===== config.mk =====
export PLATFORM = sky130hd
export DESIGN_NAME = peripheral_div
export DESIGN_NICKNAME = d
export VERILOG_FILES = /design/src/rtl/div_pkg.sv /design/src/rtl/div_core.sv /design/src/rtl/peripheral_div.sv
export SDC_FILE = /design/constraint.sdc
export NUM_CORES = 1
export LEC_CHECK = 0
export ABC_CLOCK_PERIOD_IN_PS = 6800
export BUFFER_PORTS_ARGS = -buffer_cell sky130_fd_sc_hd__buf_4
export CAP_MARGIN = 20
export CORE_MARGIN = 4
export CORE_UTILIZATION = 60
export DETAILED_ROUTE_END_ITERATION = 7
export GPL_TIMING_DRIVEN = 0
export PLACE_DENSITY = 0.85
export SETUP_SLACK_MARGIN = 0.4
export SLEW_MARGIN = 10
export SYNTH_ARGS = -nofsm -noshare
export SYNTH_HDL_FRONTEND = slang
export SYNTH_SLANG_ARGS = --single-unit

===== constraint.sdc =====
create_clock -name clk -period 6.8 [get_ports clk]
set_clock_uncertainty 0.1 [all_clocks]
set_input_delay 0.68 -clock clk [delete_from_list [all_inputs] [get_ports clk]]
set_output_delay 0.68 -clock clk [all_outputs]
set_load 0.05 [all_outputs]

===== src/rtl/div_pkg.sv =====
// rtl/div_pkg.sv - shared constants and types for the memory-mapped divider
// Register byte offsets, STATUS bit positions and the divider FSM state encoding.
// Optional feature macro: DIV_SIGNED_EN (adds the SIGN register at 0x1C).
package div_pkg;

    localparam logic [4:0] OFF_A      = 5'h04;
    localparam logic [4:0] OFF_B      = 5'h08;
    localparam logic [4:0] OFF_INIT   = 5'h0C;
    localparam logic [4:0] OFF_QUOT   = 5'h10;
    localparam logic [4:0] OFF_REM    = 5'h14;
    localparam logic [4:0] OFF_STATUS = 5'h18;
    localparam logic [4:0] OFF_SIGN   = 5'h1C;

    localparam int ST_DONE_BIT = 0;
    localparam int ST_BUSY_BIT = 1;
    localparam int ST_DZ_BIT   = 2;
    localparam int ST_SIGN_BIT = 3;

    typedef enum logic {
        S_IDLE = 1'b0,
        S_RUN  = 1'b1
    } div_state_e;

endpackage


===== src/rtl/div_core.sv =====
// rtl/div_core.sv - restoring shift-subtract divider, one quotient bit per clock
// Ports: clk, resetn (async, active low), start (pulse, ignored while busy),
//        a/b operands, signed_mode (only with DIV_SIGNED_EN),
//        busy/done/dz flags, quot/rem results (held until the next completion).
// Optional feature macro: DIV_SIGNED_EN.
module div_core
    import div_pkg::*;
#(
    parameter int WIDTH = 16
) (
    input  logic             clk,
    input  logic             resetn,
    input  logic             start,
    input  logic [WIDTH-1:0] a,
    input  logic [WIDTH-1:0] b,
`ifdef DIV_SIGNED_EN
    input  logic             signed_mode,
`endif
    output logic             busy,
    output logic             done,
    output logic             dz,
    output logic [WIDTH-1:0] quot,
    output logic [WIDTH-1:0] rem
);

    localparam int              CNT_W    = (WIDTH > 1) ? $clog2(WIDTH) : 1;
    localparam logic [CNT_W-1:0] CNT_LAST = CNT_W'(WIDTH - 1);

    div_state_e       state_q, state_d;
    logic [CNT_W-1:0] cnt_q, cnt_d;
    logic [WIDTH-1:0] acc_q, acc_d;      // working remainder
    logic [WIDTH-1:0] shreg_q, shreg_d;  // dividend shifting out, quotient shifting in
    logic [WIDTH-1:0] div_q, div_d;      // divisor magnitude latched at start
    logic [WIDTH-1:0] quot_q, quot_d;
    logic [WIDTH-1:0] rem_q, rem_d;
    logic             done_q, done_d;
    logic             dz_q, dz_d;
`ifdef DIV_SIGNED_EN
    logic             negq_q, negq_d;
    logic             negr_q, negr_d;
`endif

    logic [WIDTH-1:0] a_mag, b_mag;
    logic [WIDTH:0]   rem_sh, trial;
    logic [WIDTH-1:0] acc_nx, shreg_nx;

    // State register (all flops)
    always_ff @(posedge clk or negedge resetn) begin
        if (!resetn) begin
            state_q <= S_IDLE;
            cnt_q   <= '0;
            acc_q   <= '0;
            shreg_q <= '0;
            div_q   <= '0;
            quot_q  <= '0;
            rem_q   <= '0;
            done_q  <= 1'b0;
            dz_q    <= 1'b0;
`ifdef DIV_SIGNED_EN
            negq_q  <= 1'b0;
            negr_q  <= 1'b0;
`endif
        end else begin
            state_q <= state_d;
            cnt_q   <= cnt_d;
            acc_q   <= acc_d;
            shreg_q <= shreg_d;
            div_q   <= div_d;
            quot_q  <= quot_d;
            rem_q   <= rem_d;
            done_q  <= done_d;
            dz_q    <= dz_d;
`ifdef DIV_SIGNED_EN
            negq_q  <= negq_d;
            negr_q  <= negr_d;
`endif
        end
    end

    // Next-state logic
    always_comb begin
        state_d = state_q;
        case (state_q)
            S_IDLE: if (start && (b != '0)) state_d = S_RUN;
            S_RUN:  if (cnt_q == '0)        state_d = S_IDLE;
            default: state_d = S_IDLE;
        endcase
    end

    // Datapath and flag updates
    always_comb begin
        cnt_d   = cnt_q;
        acc_d   = acc_q;
        shreg_d = shreg_q;
        div_d   = div_q;
        quot_d  = quot_q;
        rem_d   = rem_q;
        done_d  = done_q;
        dz_d    = dz_q;
`ifdef DIV_SIGNED_EN
        negq_d  = negq_q;
        negr_d  = negr_q;
        a_mag   = (signed_mode && a[WIDTH-1]) ? (~a + 1'b1) : a;
        b_mag   = (signed_mode && b[WIDTH-1]) ? (~b + 1'b1) : b;
`else
        a_mag   = a;
        b_mag   = b;
`endif

        // One restoring step: the shifted remainder is one bit wider so the
        // borrow of the trial subtraction decides the quotient bit.
        rem_sh   = {acc_q, shreg_q[WIDTH-1]};
        trial    = rem_sh - {1'b0, div_q};
        acc_nx   = trial[WIDTH] ? rem_sh[WIDTH-1:0] : trial[WIDTH-1:0];
        shreg_nx = {shreg_q[WIDTH-2:0], ~trial[WIDTH]};

        case (state_q)
            S_IDLE: begin
                if (start) begin
                    if (b == '0) begin
                        quot_d = '1;
                        rem_d  = a;
                        dz_d   = 1'b1;
                        done_d = 1'b1;
                    end else begin
                        acc_d   = '0;
                        shreg_d = a_mag;
                        div_d   = b_mag;
                        cnt_d   = CNT_LAST;
                        done_d  = 1'b0;
                        dz_d    = 1'b0;
`ifdef DIV_SIGNED_EN
                        negq_d  = signed_mode & (a[WIDTH-1] ^ b[WIDTH-1]);
                        negr_d  = signed_mode & a[WIDTH-1];
`endif
                    end
                end
            end
            S_RUN: begin
                acc_d   = acc_nx;
                shreg_d = shreg_nx;
                cnt_d   = cnt_q - 1'b1;
                if (cnt_q == '0) begin
                    cnt_d  = '0;
                    done_d = 1'b1;
`ifdef DIV_SIGNED_EN
                    quot_d = negq_q ? (~shreg_nx + 1'b1) : shreg_nx;
                    rem_d  = negr_q ? (~acc_nx + 1'b1) : acc_nx;
`else
                    quot_d = shreg_nx;
                    rem_d  = acc_nx;
`endif
                end
            end
            default: ;
        endcase
    end

    // Outputs
    always_comb begin
        busy = (state_q == S_RUN);
        done = done_q;
        dz   = dz_q;
        quot = quot_q;
        rem  = rem_q;
    end

endmodule


===== src/rtl/peripheral_div.sv =====
// rtl/peripheral_div.sv - memory-mapped sequential divider peripheral
// Ports: clk, resetn (async, active low), d_in write data, cs chip select,
//        addr byte offset, rd/wr strobes, d_out registered read data (32 bits).
// Map: 0x04 A, 0x08 B, 0x0C INIT, 0x10 QUOT, 0x14 REM, 0x18 STATUS,
//      0x1C SIGN (only with DIV_SIGNED_EN; STATUS bit3 mirrors it).
// Optional feature macro: DIV_SIGNED_EN.
module peripheral_div
    import div_pkg::*;
#(
    parameter int WIDTH = 16
) (
    input  logic             clk,
    input  logic             resetn,
    input  logic [WIDTH-1:0] d_in,
    input  logic             cs,
    input  logic [4:0]       addr,
    input  logic             rd,
    input  logic             wr,
    output logic [31:0]      d_out
);

    logic [WIDTH-1:0] a_q, a_d;
    logic [WIDTH-1:0] b_q, b_d;
    logic [31:0]      dout_q, dout_d;
`ifdef DIV_SIGNED_EN
    logic             sign_q, sign_d;
`endif

    logic             wr_en, rd_en, start;
    logic             busy, done, dz;
    logic [WIDTH-1:0] quot, rem;
    logic [31:0]      rdata;

    div_core #(.WIDTH(WIDTH)) u_core (
        .clk         (clk),
        .resetn      (resetn),
        .start       (start),
        .a           (a_q),
        .b           (b_q),
`ifdef DIV_SIGNED_EN
        .signed_mode (sign_q),
`endif
        .busy        (busy),
        .done        (done),
        .dz          (dz),
        .quot        (quot),
        .rem         (rem)
    );

    always_ff @(posedge clk or negedge resetn) begin
        if (!resetn) begin
            a_q    <= '0;
            b_q    <= '0;
            dout_q <= '0;
`ifdef DIV_SIGNED_EN
            sign_q <= 1'b0;
`endif
        end else begin
            a_q    <= a_d;
            b_q    <= b_d;
            dout_q <= dout_d;
`ifdef DIV_SIGNED_EN
            sign_q <= sign_d;
`endif
        end
    end

    // Write decode; the core itself ignores a start while it is running.
    always_comb begin
        wr_en = cs & wr;
        rd_en = cs & rd;
        start = wr_en && (addr == OFF_INIT) && d_in[0];
        a_d   = (wr_en && (addr == OFF_A) && !busy) ? d_in : a_q;
        b_d   = (wr_en && (addr == OFF_B) && !busy) ? d_in : b_q;
`ifdef DIV_SIGNED_EN
        sign_d = (wr_en && (addr == OFF_SIGN)) ? d_in[0] : sign_q;
`endif
    end

    // Read mux samples pre-edge values, so a same-cycle write is not visible.
    always_comb begin
        rdata = '0;
        case (addr)
            OFF_QUOT: rdata[WIDTH-1:0] = quot;
            OFF_REM:  rdata[WIDTH-1:0] = rem;
            OFF_STATUS: begin
                rdata[ST_DONE_BIT] = done;
                rdata[ST_BUSY_BIT] = busy;
                rdata[ST_DZ_BIT]   = dz;
`ifdef DIV_SIGNED_EN
                rdata[ST_SIGN_BIT] = sign_q;
`endif
            end
            default: rdata = '0;
        endcase
        dout_d = rd_en ? rdata : dout_q;
        d_out  = dout_q;
    end

endmodule


Word-level counts from Yosys, hierarchy flattened
Index checks and enable logic that the tools add are counted.
Word-level totals
  output and inout bits: 32
  flip-flop bits (word level): 135
Operators by class
  reductions and logical operators: 16
  mux-type cells: 28
  $add $sub $neg: 2
  equality and inequality tests: 10
  bitwise logic cells: 5
Operator list (count)
  $mux 16: 11
  $pmux 16 s2: 4
  $pmux 13 s2: 1
  $sub 17x16->17: 1
  $logic_not 16->1: 1
  $reduce_bool 16->1: 1
  $eq 5x5->1 const B: 3
  $mux 4: 3
  $eq 5x4->1 const B: 2
  $pmux 3 s3: 1
  $pmux 4 s2: 1
  $logic_and 1x1->1: 7
  $reduce_and 2->1: 3
  $reduce_and 3->1: 2
  $eq 5x3->1 const B: 1
  $mux 1: 5
  $logic_not 4->1: 1
  $ne 2x1->1 const B: 2
  $ne 2x2->1 const B: 2
  $pmux 1 s2: 2
  $sub 4x1->4 const B: 1
  $not 1->1: 3
  $and 1x1->1: 2
  $logic_not 1->1: 1

Depth between registers and ports, before layout
Gate-level depths: netlist (run 1).
  depth in word-level cells: 6
  depth in mapped cells: 12

Cells and area by module
Synthesis (run 1) repeated with hierarchy kept, for this count alone.
Unflattened totals
  cell total of the unflattened synthesis: 725
  area total of the unflattened synthesis: 7061.8 µm²
By module, submodules not included
  div_core: times used 1, area an instance 4784.6 µm², cells an instance 556, seq. area each 2177.1 µm²
  peripheral_div: times used 1, area an instance 2277.2 µm², cells an instance 169, seq. area each 1201.2 µm²

Least setup slack after synthesis (run 1)
Ideal clock, no wire load.
  path kind: reg-to-reg
  start: reg u_core.shreg_q[15]
  end: reg u_core.rem_q[10], in the netlist u_core.rem[10]
  data arrival time: 2617 ps
  required time: 6577 ps
  library setup time: 123 ps
  stages on the path, launching flop included: 12
  path slack: 3960 ps
  cells stage by stage: dfrtp_1 -> inv_1 -> ha_1 -> inv_1 -> fa_1 -> a211oi_1 -> o211ai_1 -> a22o_1 -> o221ai_4 -> buf_6 -> mux2_4 -> o221a_1
Between the ends
  cells in the longest elaborated chain, start to end: 4
RTL lines
  start: declaration: RTL line div_core.sv:32  | logic [WIDTH-1:0] shreg_q, shreg_d;
  start signal: assignment: RTL line div_core.sv:67  | shreg_q <= shreg_d;
  $sub 17x16->17: RTL line div_core.sv:113  | trial = rem_sh - {1'b0, div_q};
  $mux 16: RTL line div_core.sv:114  | acc_nx = trial[WIDTH] ? rem_sh[WIDTH-1:0] : trial[WIDTH-1:0];
  $mux 16: RTL line div_core.sv:143  | if (cnt_q == '0) begin
  $pmux 16 s2: RTL line div_core.sv:117  | case (state_q)
  end signal: assignment: RTL line div_core.sv:70  | rem_q <= rem_d;
  end: declaration: RTL line div_core.sv:35  | logic [WIDTH-1:0] rem_q, rem_d;
Every way passes these cells. The select of a mux whose other input is x is not followed.
A chain may end at the register's enable or synchronous reset.

Worst setup path after layout (run 1)
  start: reg u_core.shreg_q[15]
  end: reg u_core.acc_q[12]
Between the ends
  cells in the longest elaborated chain, start to end: 3
RTL lines
  $sub 17x16->17: RTL line div_core.sv:113
  $mux 16: RTL line div_core.sv:114
  $pmux 16 s2: RTL line div_core.sv:117
  end signal: assignment: RTL line div_core.sv:52  | acc_q <= '0;
  end signal: assignment: RTL line div_core.sv:66  | acc_q <= acc_d;
  end: declaration: RTL line div_core.sv:31  | logic [WIDTH-1:0] acc_q, acc_d;
Every way passes these cells.

==> out/metrics.cfg, run 1 <==
[status]
status=complete, no violations

[sta]
period_share=0.503
fin_ws_ns=3.38
setup_violations=0
rsz0062_at_grt=no
min_period_ns=3.42
drv_slew=0
worst_slew_pin_slew_ns=0.744
timing.slew.headroom=0.504
max_freq_ghz=0.292
holdWs_ns=0.113
finalSetupTns_ns=0
hold_viol=0

[placement]
gp_congestion=0.915
dp_cells=881
dp_hpwl_mm=12.8
port_buffers=40
pre_cts_ws_ns=3.54

[synthesis]
ys_ff_latch=135
synth_cells=685
synth_top_area_cell=dfrtp_1
synthTopCellsByArea=dfrtp_1, mux2_2, nand2_1
async_flop_share=1.00
synth_top_area_frac=0.491
synth.distinct_cells=62
avgSynthCellArea_um2=10.0
synth_flop_cell=dfrtp_1
yosysWarnings=0
syn-cell-area_um2=6880
synth-edff-count=0
ys_seq_area_frac=0.491

[grt]
grt_max_degree=78
grt_antenna_before_repair=0
grt.total_usage=0.289
grt_pass1_wl_mm=29.6
grt_pass1_vias=5866
overflow=0

[die]
die_w_um=115
start_util=0.624
fp.dieH_um=115
core_area_um2=11000
dieArea_um2=13200
row_count=38
pin_count=58

[detailed_routing]
drt-wirelength-per-cell_um=20.1
wl_mm=18.3
vias=5836
avgViaCountPerCell=6.39
antenna_left=0
drc=0
drt_iter0_markers=602
first_pass_iters=6

[cells_and_area]
layout_commonest_cell=dfrtp_1
antenna_cells=0
stdcell_count=913
regArea_um2=3380
final_layout_size_suffix_gt1_frac=0.207
fin_nets=803
layout_common_cells=dfrtp_1, nand2_1, nor2_1, a21oi_1, buf_4
multi_input_area_um2=3160
n_fill_cell=758
syn_to_final_growth_pct=17.3

[setup_path]
end_kind=flip-flop
cp_slowest_cell=fa_1
crit_required_ns=7.01
path_delay_family=compound AO/OA/AOI/OAI gates
crit_chain=inv_1, ha_1, inv_1, fa_1, a211oi_1, o211ai_1, a22o_1, o221ai_4, buf_6, mux2_2, a22o_1
cp.arrival_ns=3.63
r2r_slack_ns=3.38
crit_fanout=10
crit_type=flip-flop to flip-flop
slowest_delay_ns=0.43
critPathBufInv=3
startpoint_type=flip-flop

[power_and_ir_drop]
share_comb_of_total_power=0.277
power_density_nw_per_um2=349
power.share.clock=0.348
worst_ir_drop_vdd_mv=0.403
swShare=0.323
power.switching_mw=0.908
seqPwrFrac=0.375
p_leak_nw=3.60
p_int_mw=1.91

[clocking]
clockBufferDepth=2
cts_setup_buffers=0
cts_sinks=135
tritoncts=yes
clk_latency_ns=0.43
cts_root_buf=clkbuf_16
cts_repair_resize_count=0
h-tree-depth=4
cts_hold_buffers=0
cts_made_buffers=17
path_clk_slew_ns=0.06

[job]
drv_cap=0

[hold_path]
hold_class=input pin to async pin

[metal layers]
| layer | vias up | GRT usage | wire (um) |
|---|---|---|---|
| met5 | - | 0 | 0 |
| met4 | 0 | 0.117 | 535 |
| met3 | 52 | 0.0632 | 1290 |
| met2 | 289 | 0.473 | 9110 |
| met1 | 2926 | 0.377 | 7380 |
| li1 | 2569 | - | - |
[cell type report]
type	count	area share
Sequential cell	135	0.419
Multi-Input combinational cell	484	0.391
Clock buffer	24	0.0597
Timing Repair Buffer	41	0.0411
Buffer	56	0.0380
Tap cell	140	0.0217
Clock inverter	8	0.0178
Inverter	25	0.0116
[Yosys cell counts, types with 2 or more instances]
cell type and count:
a211oi_1 4, a21o_1 9, a21oi_1 56, a221o_1 3
a22o_1 13, a22oi_1 13, a31oi_1 4, a32oi_1 4
and2_1 2, buf_2 11, buf_4 16, buf_6 3
clkbuf_1 25, dfrtp_1 135, ha_1 16, inv_1 25
mux2_2 43, mux2i_1 21, nand2_1 78, nand2b_1 3
nand3_1 11, nand3b_1 4, nand4_1 5, nor2_1 58
nor2b_1 4, nor3_1 9, nor3b_1 2, nor4_1 4
o2111ai_1 2, o211ai_1 3, o21ai_0 51, o221a_2 7
o221ai_1 2, o22a_1 2, or2_2 3, or4_1 2
xnor2_1 5, xor2_1 3
[through the flow]
step / total power [mW] / utilization / cell area (um2)
2_1_floorplan: 1.59 / - / 6940
6_report: 2.82 / 0.732 / 8070
5_1_grt: 2.93 / 0.732 / 8070
3_5_place_dp: 1.82 / 0.675 / 7440
4_1_cts: 2.80 / 0.732 / 8070
3_3_place_gp: 1.77 / 0.672 / 7410
[cells by family after synthesis]
group | Yosys count | share of synthesized area
AO/OA/AOI/OAI | 188 | 0.181
XOR/XNOR | 8 | 0.0102
adder cells (fa/ha/maj) | 17 | 0.0320
buffers and inverters | 81 | 0.0582
flip-flops | 135 | 0.491
multiplexers | 65 | 0.103
other | 1 | 0.000545
AND/OR/NAND/NOR | 190 | 0.124
[worst reg2reg max path, cell delays in order (launching register included)]
cell      delay, ns
dfrtp_1        0.40
inv_1          0.07
ha_1           0.19
inv_1          0.07
fa_1           0.43
a211oi_1       0.33
o211ai_1       0.26
a22o_1         0.28
o221ai_4       0.35
buf_6          0.24
mux2_2         0.39
a22o_1         0.19
[final timing paths]
path / from / end / depth (start not counted)
max reg2reg: u_core.shreg_q[15] / u_core.acc_q[12] / 11
max in group asynchronous: resetn / u_core.acc_q[13] / 2
min in group clk: d_out[8] / d_out[8] / 2
min: resetn / u_core.shreg_q[3] / 1
min reg2reg: d_out[8] / d_out[8] / 2
max: u_core.shreg_q[15] / u_core.acc_q[12] / 11
[sequential cells by signal, summed over array words and instances (netlist names)]
register / count
u_core.shreg_q: 16
u_core.cnt_q: 4
b_q: 16
u_core.acc_q: 16
d_out: 16
u_core.done: 1
a_q: 16
u_core.busy: 1
u_core.div_q: 16
u_core.quot: 16
u_core.dz: 1
u_core.rem: 16
[power by group through the flow]
stage,combinational [mW],sequential (mW),clock (mW)
2_1_floorplan,0.560,1.03,0
3_3_place_gp,0.723,1.05,0
3_5_place_dp,0.756,1.06,0
4_1_cts,0.769,1.05,0.980
5_1_grt,0.848,1.07,1.01
6_report,0.781,1.06,0.981
Note: power is estimated with default switching activity, not from simulation.
==> run 2, diff against run 1 <==
--- a/config.mk
+++ b/config.mk
@@ -5,7 +5,7 @@
 export SDC_FILE = /design/constraint.sdc
 export NUM_CORES = 1
 export LEC_CHECK = 0
-export ABC_CLOCK_PERIOD_IN_PS = 6800
+export ABC_CLOCK_PERIOD_IN_PS = 3150
 export BUFFER_PORTS_ARGS = -buffer_cell sky130_fd_sc_hd__buf_4
 export CAP_MARGIN = 20
 export CORE_MARGIN = 4
==> constraint.sdc (replaced) <==
create_clock -name clk -period 3.15 [get_ports clk]
set_clock_uncertainty 0.1 [all_clocks]
set_input_delay 0.315 -clock clk [delete_from_list [all_inputs] [get_ports clk]]
set_output_delay 0.315 -clock clk [all_outputs]
set_load 0.05 [all_outputs]
==> run 2 against run 1 <==
Net effect: cell count is 1.4% higher; non-clock buffer count is 13 higher; combinational power grew to 2.5 times the previous value; clock power is 100% higher; sequential power is 120% higher; worst setup slack worse by 3.2 ns; core utilization is 2.8 points higher; fmax is 17% higher; critical endpoint is now u_core.rem[4].
==> out/metrics.cfg, run 2 (same netlist as run 1, synthesis figures left out) <==
[setup_path]
timing.critical_path.mode_cell=inv_2
startpoint_type=flip-flop  ; unchanged
cp_slowest_cell=dfrtp_1  ; was fa_1
slowest_delay_ns=0.40  ; was 0.43 ns
critPathBufInv=3  ; unchanged
crit_required_ns=3.36  ; was 7.01 ns
crit_fanout=7  ; was 10
end_kind=flip-flop  ; unchanged
crit_chain=inv_2, ha_4, inv_2, fa_2, a211oi_2, o211ai_1, a22o_1, o221ai_4, buf_12, mux2_4, o221a_4  ; was inv_1, ha_1, inv_1, fa_1, a211oi_1, o211ai_1, a22o_1, o221ai_4, buf_6, mux2_2, a22o_1
cp.arrival_ns=3.14  ; was 3.63 ns
crit_type=flip-flop to flip-flop  ; unchanged
path_delay_family=compound AO/OA/AOI/OAI gates  ; unchanged

[grt]
overflow=0  ; unchanged
grt.total_usage=0.300  ; was 0.289
grt_pass1_wl_mm=30.5  ; was 29.6 mm
grt_antenna_before_repair=0  ; unchanged
grt_max_degree=85  ; was 78
grt_pass1_vias=5949  ; was 5866

[sta]
finalSetupTns_ns=0  ; unchanged
timing.slew.headroom=0.503  ; was 0.504
max_freq_ghz=0.341  ; was 0.292 GHz
min_period_ns=2.93  ; was 3.42 ns
rsz0062_at_grt=yes  ; was no
hold_viol=0  ; unchanged
worst_slew_pin_slew_ns=0.745  ; was 0.744 ns
period_share=0.930  ; was 0.503
fin_ws_ns=0.221  ; was 3.38 ns
setup_violations=0  ; unchanged
drv_slew=0  ; unchanged

[power_and_ir_drop]
seqPwrFrac=0.365  ; was 0.375
power.switching_mw=2.13  ; was 0.908 mW
power.share.clock=0.317  ; was 0.348
power_mw=6.26  ; was 2.82 mW
power_density_nw_per_um2=747  ; was 349 nW/um2
worst_ir_drop_vdd_mv=0.782  ; was 0.403 mV
p_int_mw=4.13  ; was 1.91 mW
share_comb_of_total_power=0.317  ; was 0.277
swShare=0.341  ; was 0.323
p_leak_nw=3.73  ; was 3.60 nW

[cells_and_area]
fin_area_um2=8380  ; was 8070 um2
layout_commonest_cell=dfrtp_1  ; unchanged
final_layout_size_suffix_gt1_frac=0.249  ; was 0.207
syn_to_final_growth_pct=21.8  ; was 17.3%
fin_nets=816  ; was 803
layout_common_cells=dfrtp_1, nand2_1, buf_4, nor2_1, a21oi_1  ; was dfrtp_1, nand2_1, nor2_1, a21oi_1, buf_4
n_fill_cell=702  ; was 758
multi_input_area_um2=3370  ; was 3160 um2
regArea_um2=3380  ; unchanged
antenna_cells=0  ; unchanged

[detailed_routing]
drt_iter0_markers=677  ; was 602
drc=0  ; unchanged
antenna_left=0  ; unchanged
first_pass_iters=5  ; was 6
wl_mm=19.0  ; was 18.3 mm
vias=5817  ; was 5836
drt-wirelength-per-cell_um=20.5  ; was 20.1 um
avgViaCountPerCell=6.28  ; was 6.39

[clocking]
clk_latency_ns=0.43  ; about the same
h-tree-depth=4  ; unchanged
cts_root_buf=clkbuf_16  ; unchanged
cts_sinks=135  ; unchanged
clockBufferDepth=2  ; unchanged
cts_made_buffers=17  ; unchanged
tritoncts=yes  ; unchanged
path_clk_slew_ns=0.06  ; about the same

[die]
die_w_um=115  ; unchanged
core_area_um2=11000  ; unchanged
dieArea_um2=13200  ; unchanged
pin_count=58  ; unchanged
start_util=0.624  ; unchanged
row_count=38  ; unchanged
fp.dieH_um=115  ; unchanged

[placement]
dp_hpwl_mm=12.9  ; was 12.8 mm
placedInstanceArea_um2=7450  ; was 7440 um2
pre_cts_ws_ns=-0.102  ; was 3.54 ns
gp_congestion=0.927  ; was 0.915
port_buffers=40  ; unchanged

[status]
status=complete, no violations  ; unchanged

[job]
drv_cap=0  ; unchanged

[hold_path]
hold_class=input pin to flip-flop  ; was input pin to async pin

run 2: cell count changes in the layout (fill, tap and decap cells not counted), moves of 5 or more:
cell     delta
o21ai_1     +5
buf_4      +10
mux2_2      -7
o221a_4     +7
mux2_4      +7
o21ai_0     -7
o221a_2     -7
run 2: power groups by stage:
stage	clock, mW	combinational (mW)	sequential [mW]
floorplan	0	1.21	2.23
global route	2.05	2.14	2.32
CTS	1.99	1.90	2.26
detailed placement	0	1.64	2.29
finish	1.98	1.98	2.29
global placement	0	1.56	2.27
run 2: repair_timing:
action,in CTS,in global routing
hold buffers,1,0
setup buffers,11,1
hold endpoints to repair,51,0
endpoints found under the setup margin,34,47
pin swaps,17,15
gates resized for setup,32,17
run 2: worst paths after layout:
kind | startpoint | endpoint | slack (ns) | cells past startpoint
max | u_core.shreg_q[15] | u_core.rem[4] | 0.22 | 11
min | d_in[2] | b_q[2] | 0.03 | 2
max reg2reg | u_core.shreg_q[15] | u_core.rem[4] | 0.22 | 11
min reg2reg | d_out[11] | d_out[11] | 0.38 | 2
max in group asynchronous | resetn | u_core.shreg_q[15] | 1.88 | 3
min in group asynchronous | resetn | u_core.shreg_q[3] | 0.30 | 2
run 2: area by class of cell:
cell class | instances | share of cell area
buffer | 56 | 0.0376
sequential | 135 | 0.403
inverter | 25 | 0.0112
clock inverter | 13 | 0.0172
multi-input combinational | 484 | 0.403
tap | 140 | 0.0209
timing repair buffer | 54 | 0.0545
clock buffer | 19 | 0.0529
run 2: per-layer routing:
layer  track usage  vias to the layer above  wire, um
met5             0                        -         0
met2         0.476                      300      9260
met1         0.386                     2852      7590
met3        0.0784                       69      1380
met4         0.143                        0       792
li1              -                     2596         -
run 2: metrics by stage:
step / util / hold slack, ns / std cells
after detailed placement: 0.675 / 0.194 / 881
after global placement: 0.673 / 0.361 / 880
final: 0.760 / 0.0302 / 926
after floorplan: - / -0.0806 / 700
after CTS: 0.752 / 0.0273 / 925
after global routing: 0.760 / 0.0298 / 926
==> run 3, diff against run 2 <==
--- a/config.mk
+++ b/config.mk
@@ -8,6 +8,7 @@
 export ABC_CLOCK_PERIOD_IN_PS = 3150
 export BUFFER_PORTS_ARGS = -buffer_cell sky130_fd_sc_hd__buf_4
 export CAP_MARGIN = 20
+export CORE_ASPECT_RATIO = 1.1
 export CORE_MARGIN = 4
 export CORE_UTILIZATION = 60
 export DETAILED_ROUTE_END_ITERATION = 7
@@ -17,4 +18,5 @@
 export SLEW_MARGIN = 10
 export SYNTH_ARGS = -nofsm -noshare
 export SYNTH_HDL_FRONTEND = slang
+export SYNTH_HIERARCHICAL = 1
 export SYNTH_SLANG_ARGS = --single-unit
==> run 3 against run 2 <==
Net effect: register-to-register slack worse by 0.05 ns; hold slack better by 0.012 ns; first-iteration DRC count up 35%; critical path depth down 3; routed wire length up 11%.
==> out/metrics.cfg, run 3 <==
[synthesis]
syn-cell-area_um2=7060  ; was 6880 um2
synth_cells=725  ; was 685
synth_flop_cell=dfrtp_1  ; unchanged
synth_top_area_cell=dfrtp_1  ; unchanged
synth.distinct_cells=63  ; was 62
yosysWarnings=6  ; was 0
ys_seq_area_frac=0.478  ; was 0.491
synth_most_common_cell=dfrtp_1  ; unchanged
async_flop_share=1.00  ; unchanged
avgSynthCellArea_um2=9.74  ; was 10.0 um2
synthTopCellsByArea=dfrtp_1, mux2_2, nand2_1  ; unchanged
synth-edff-count=0  ; unchanged
ys_ff_latch=135  ; unchanged
synth_top_area_frac=0.478  ; was 0.491
synth.top_cells.by_count=dfrtp_1, nand2_1, nor2_1  ; unchanged

[grt]
grt_antenna_before_repair=0  ; unchanged
grt_pass1_vias=6110  ; was 5949
grt.total_usage=0.299  ; was 0.300
grt_max_degree=92  ; was 85
grt_pass1_wl_mm=31.8  ; was 30.5 mm
overflow=0  ; unchanged

[cells_and_area]
multi_input_area_um2=3550  ; was 3370 um2
fin_nets=865  ; was 816
layout_common_cells=dfrtp_1, nand2_1, buf_4, nor2_1, o21ai_0  ; was dfrtp_1, nand2_1, buf_4, nor2_1, a21oi_1
final_layout_size_suffix_gt1_frac=0.259  ; was 0.249
layout_commonest_cell=dfrtp_1  ; unchanged
regArea_um2=3380  ; unchanged
antenna_cells=0  ; unchanged
syn_to_final_growth_pct=24.1  ; was 21.8%
n_fill_cell=697  ; was 702

[detailed_routing]
wl_mm=21.2  ; was 19.0 mm
drt_iter0_markers=911  ; was 677
avgViaCountPerCell=6.45  ; was 6.28
first_pass_iters=6  ; was 5
drc=0  ; unchanged
drt-wirelength-per-cell_um=21.5  ; was 20.5 um
vias=6358  ; was 5817
antenna_left=0  ; unchanged

[setup_path]
end_kind=flip-flop  ; unchanged
reg2reg_from=b_q[0]  ; was u_core.shreg_q[15]
r2r_slack_ns=0.17  ; was 0.22 ns
critPathBufInv=1  ; was 3
crit_type=flip-flop to flip-flop  ; unchanged
startpoint_type=flip-flop  ; unchanged
path_delay_family=simple AND/OR/NAND/NOR gates  ; was compound AO/OA/AOI/OAI gates
crit_fanout=10  ; was 7
cp_slowest_cell=dfrtp_1  ; unchanged
slowest_delay_ns=0.47  ; was 0.40 ns
crit_chain=nor4_1, nand4_1, nor2_2, nor2_1, clkbuf_1, a21o_1, o21ai_0, o31ai_1  ; was inv_2, ha_4, inv_2, fa_2, a211oi_2, o211ai_1, a22o_1, o221ai_4, buf_12, mux2_4, o221a_4
crit_start=b_q[0]  ; was u_core.shreg_q[15]
crit_required_ns=3.31  ; was 3.36 ns
crit-reg2reg-capture=u_core/rem[3]  ; was u_core.rem[4]
cp.arrival_ns=3.14  ; about the same
reg2reg_depth=8  ; was 11

[hold_path]
min_path_cells=2  ; unchanged
min_from=d_in[5]  ; was d_in[2]
hold_path_end=b_q[5]  ; was b_q[2]
hold_class=input pin to flip-flop  ; unchanged

[die]
die_w_um=111  ; was 115 um
core_area_um2=11500  ; was 11000 um2
start_util=0.615  ; was 0.624
fp.dieH_um=122  ; was 115 um
row_count=41  ; was 38
pin_count=58  ; unchanged
dieArea_um2=13600  ; was 13200 um2

[sta]
max_freq_ghz=0.335  ; was 0.341 GHz
worst_slew_pin_slew_ns=0.665  ; was 0.745 ns
rsz0062_at_grt=yes  ; unchanged
holdWs_ns=0.0421  ; was 0.0302 ns
hold_viol=0  ; unchanged
finalSetupTns_ns=0  ; unchanged
drv_slew=0  ; unchanged
min_period_ns=2.98  ; was 2.93 ns
setup_violations=0  ; unchanged
period_share=0.947  ; was 0.930
timing.slew.headroom=0.556  ; was 0.503

[clocking]
cts_sinks=135  ; unchanged
path_clk_slew_ns=0.06  ; about the same
tritoncts=yes  ; unchanged
clockBufferDepth=2  ; unchanged
clk_latency_ns=0.43  ; about the same
h-tree-depth=4  ; unchanged
cts_root_buf=clkbuf_16  ; unchanged
cts_made_buffers=17  ; unchanged

[power_and_ir_drop]
power_mw=7.02  ; was 6.26 mW
power_density_nw_per_um2=801  ; was 747 nW/um2
worst_ir_drop_vdd_mv=0.575  ; was 0.782 mV
p_leak_nw=3.95  ; was 3.73 nW

[placement]
port_buffers=40  ; unchanged
dp_hpwl_mm=14.0  ; was 12.9 mm
gp_congestion=0.938  ; was 0.927

[status]
status=complete, no violations  ; unchanged

[job]
drv_cap=0  ; unchanged

## run 3: cell types whose count changed in the layout (fill, tap and decap cells not counted), moves of 8 or more
| cell | delta |
|---|---|
| a21oi_1 | -20 |
| a31oi_1 | +17 |
| a22oi_1 | -13 |
| nand3_1 | +13 |
| o31ai_2 | +13 |
| o31ai_1 | +11 |
| a22o_1 | -10 |
| buf_6 | +10 |
| buf_2 | -8 |
| mux2_4 | -8 |
| nand2_1 | +8 |
| o211ai_1 | +8 |
## run 3: cells by family after synthesis
| logic type | after synthesis | synth area share |
|---|---|---|
| and+or+nand+nor | 238 | 0.162 |
| AOI/OAI and AO/OA | 189 | 0.176 |
| DFF | 135 | 0.478 |
| buffers and inverters | 83 | 0.0597 |
| muxes | 51 | 0.0783 |
| adders and majority gates | 17 | 0.0312 |
| xor gates and xnor gates | 11 | 0.0136 |
| other | 1 | 0.000531 |
## run 3: metal layers
metal	track usage	wire length, um
met5	0	0
met4	0.154	1330
met3	0.0561	1780
met2	0.516	10200
met1	0.360	7850
## run 3: report_power, final
| part | leakage, nW | switching (mW) | total (mW) | internal [mW] |
|---|---|---|---|---|
| logic | 2.12 | 1.44 | 2.39 | 0.954 |
| registers | 1.53 | 0.383 | 2.49 | 2.11 |
| clock network | 0.305 | 0.783 | 2.14 | 1.36 |
## run 3: what timing repair did
item / CTS / global route
gates resized for setup: 23 / 50
endpoints found under the setup margin: 34 / 49
cloned: 1 / 2
pin swaps: 19 / 15
endpoints found under the hold margin: 44 / 0
setup buffers: 8 / 10
hold buffers: 1 / 0
## run 3: area by class of cell
type                       count  share of cell area
clock buffer                  19              0.0505
sequential                   135               0.385
buffer                        61              0.0450
timing repair buffer          63              0.0617
multi-input combinational    522               0.405
inverter                      22             0.00942
clock inverter                13              0.0220
tap                          150              0.0214
## run 3: how the worst max path moves through the flow
stage,to,slack [ns],cells after the start
after floorplan,u_core/rem[12],0.31,12
after global placement,u_core/rem[10],0.003,13
after detailed placement,u_core/rem[10],-0.01,13
after CTS,u_core/rem[12],0.26,12
after global routing,u_core/acc_q[4],0.15,13
final,u_core/rem[3],0.17,8
## run 3: through the flow
step           cell area (um2)   util  setup slack [ns]  instances
6_report                  8770  0.763             0.167        985
3_3_place_gp              7640  0.665           0.00326        930
4_1_cts                   8460  0.736             0.265        973
5_1_grt                   8770  0.763             0.146        985
2_1_floorplan             7150      -             0.312        740
3_5_place_dp              7670  0.668           -0.0110        931
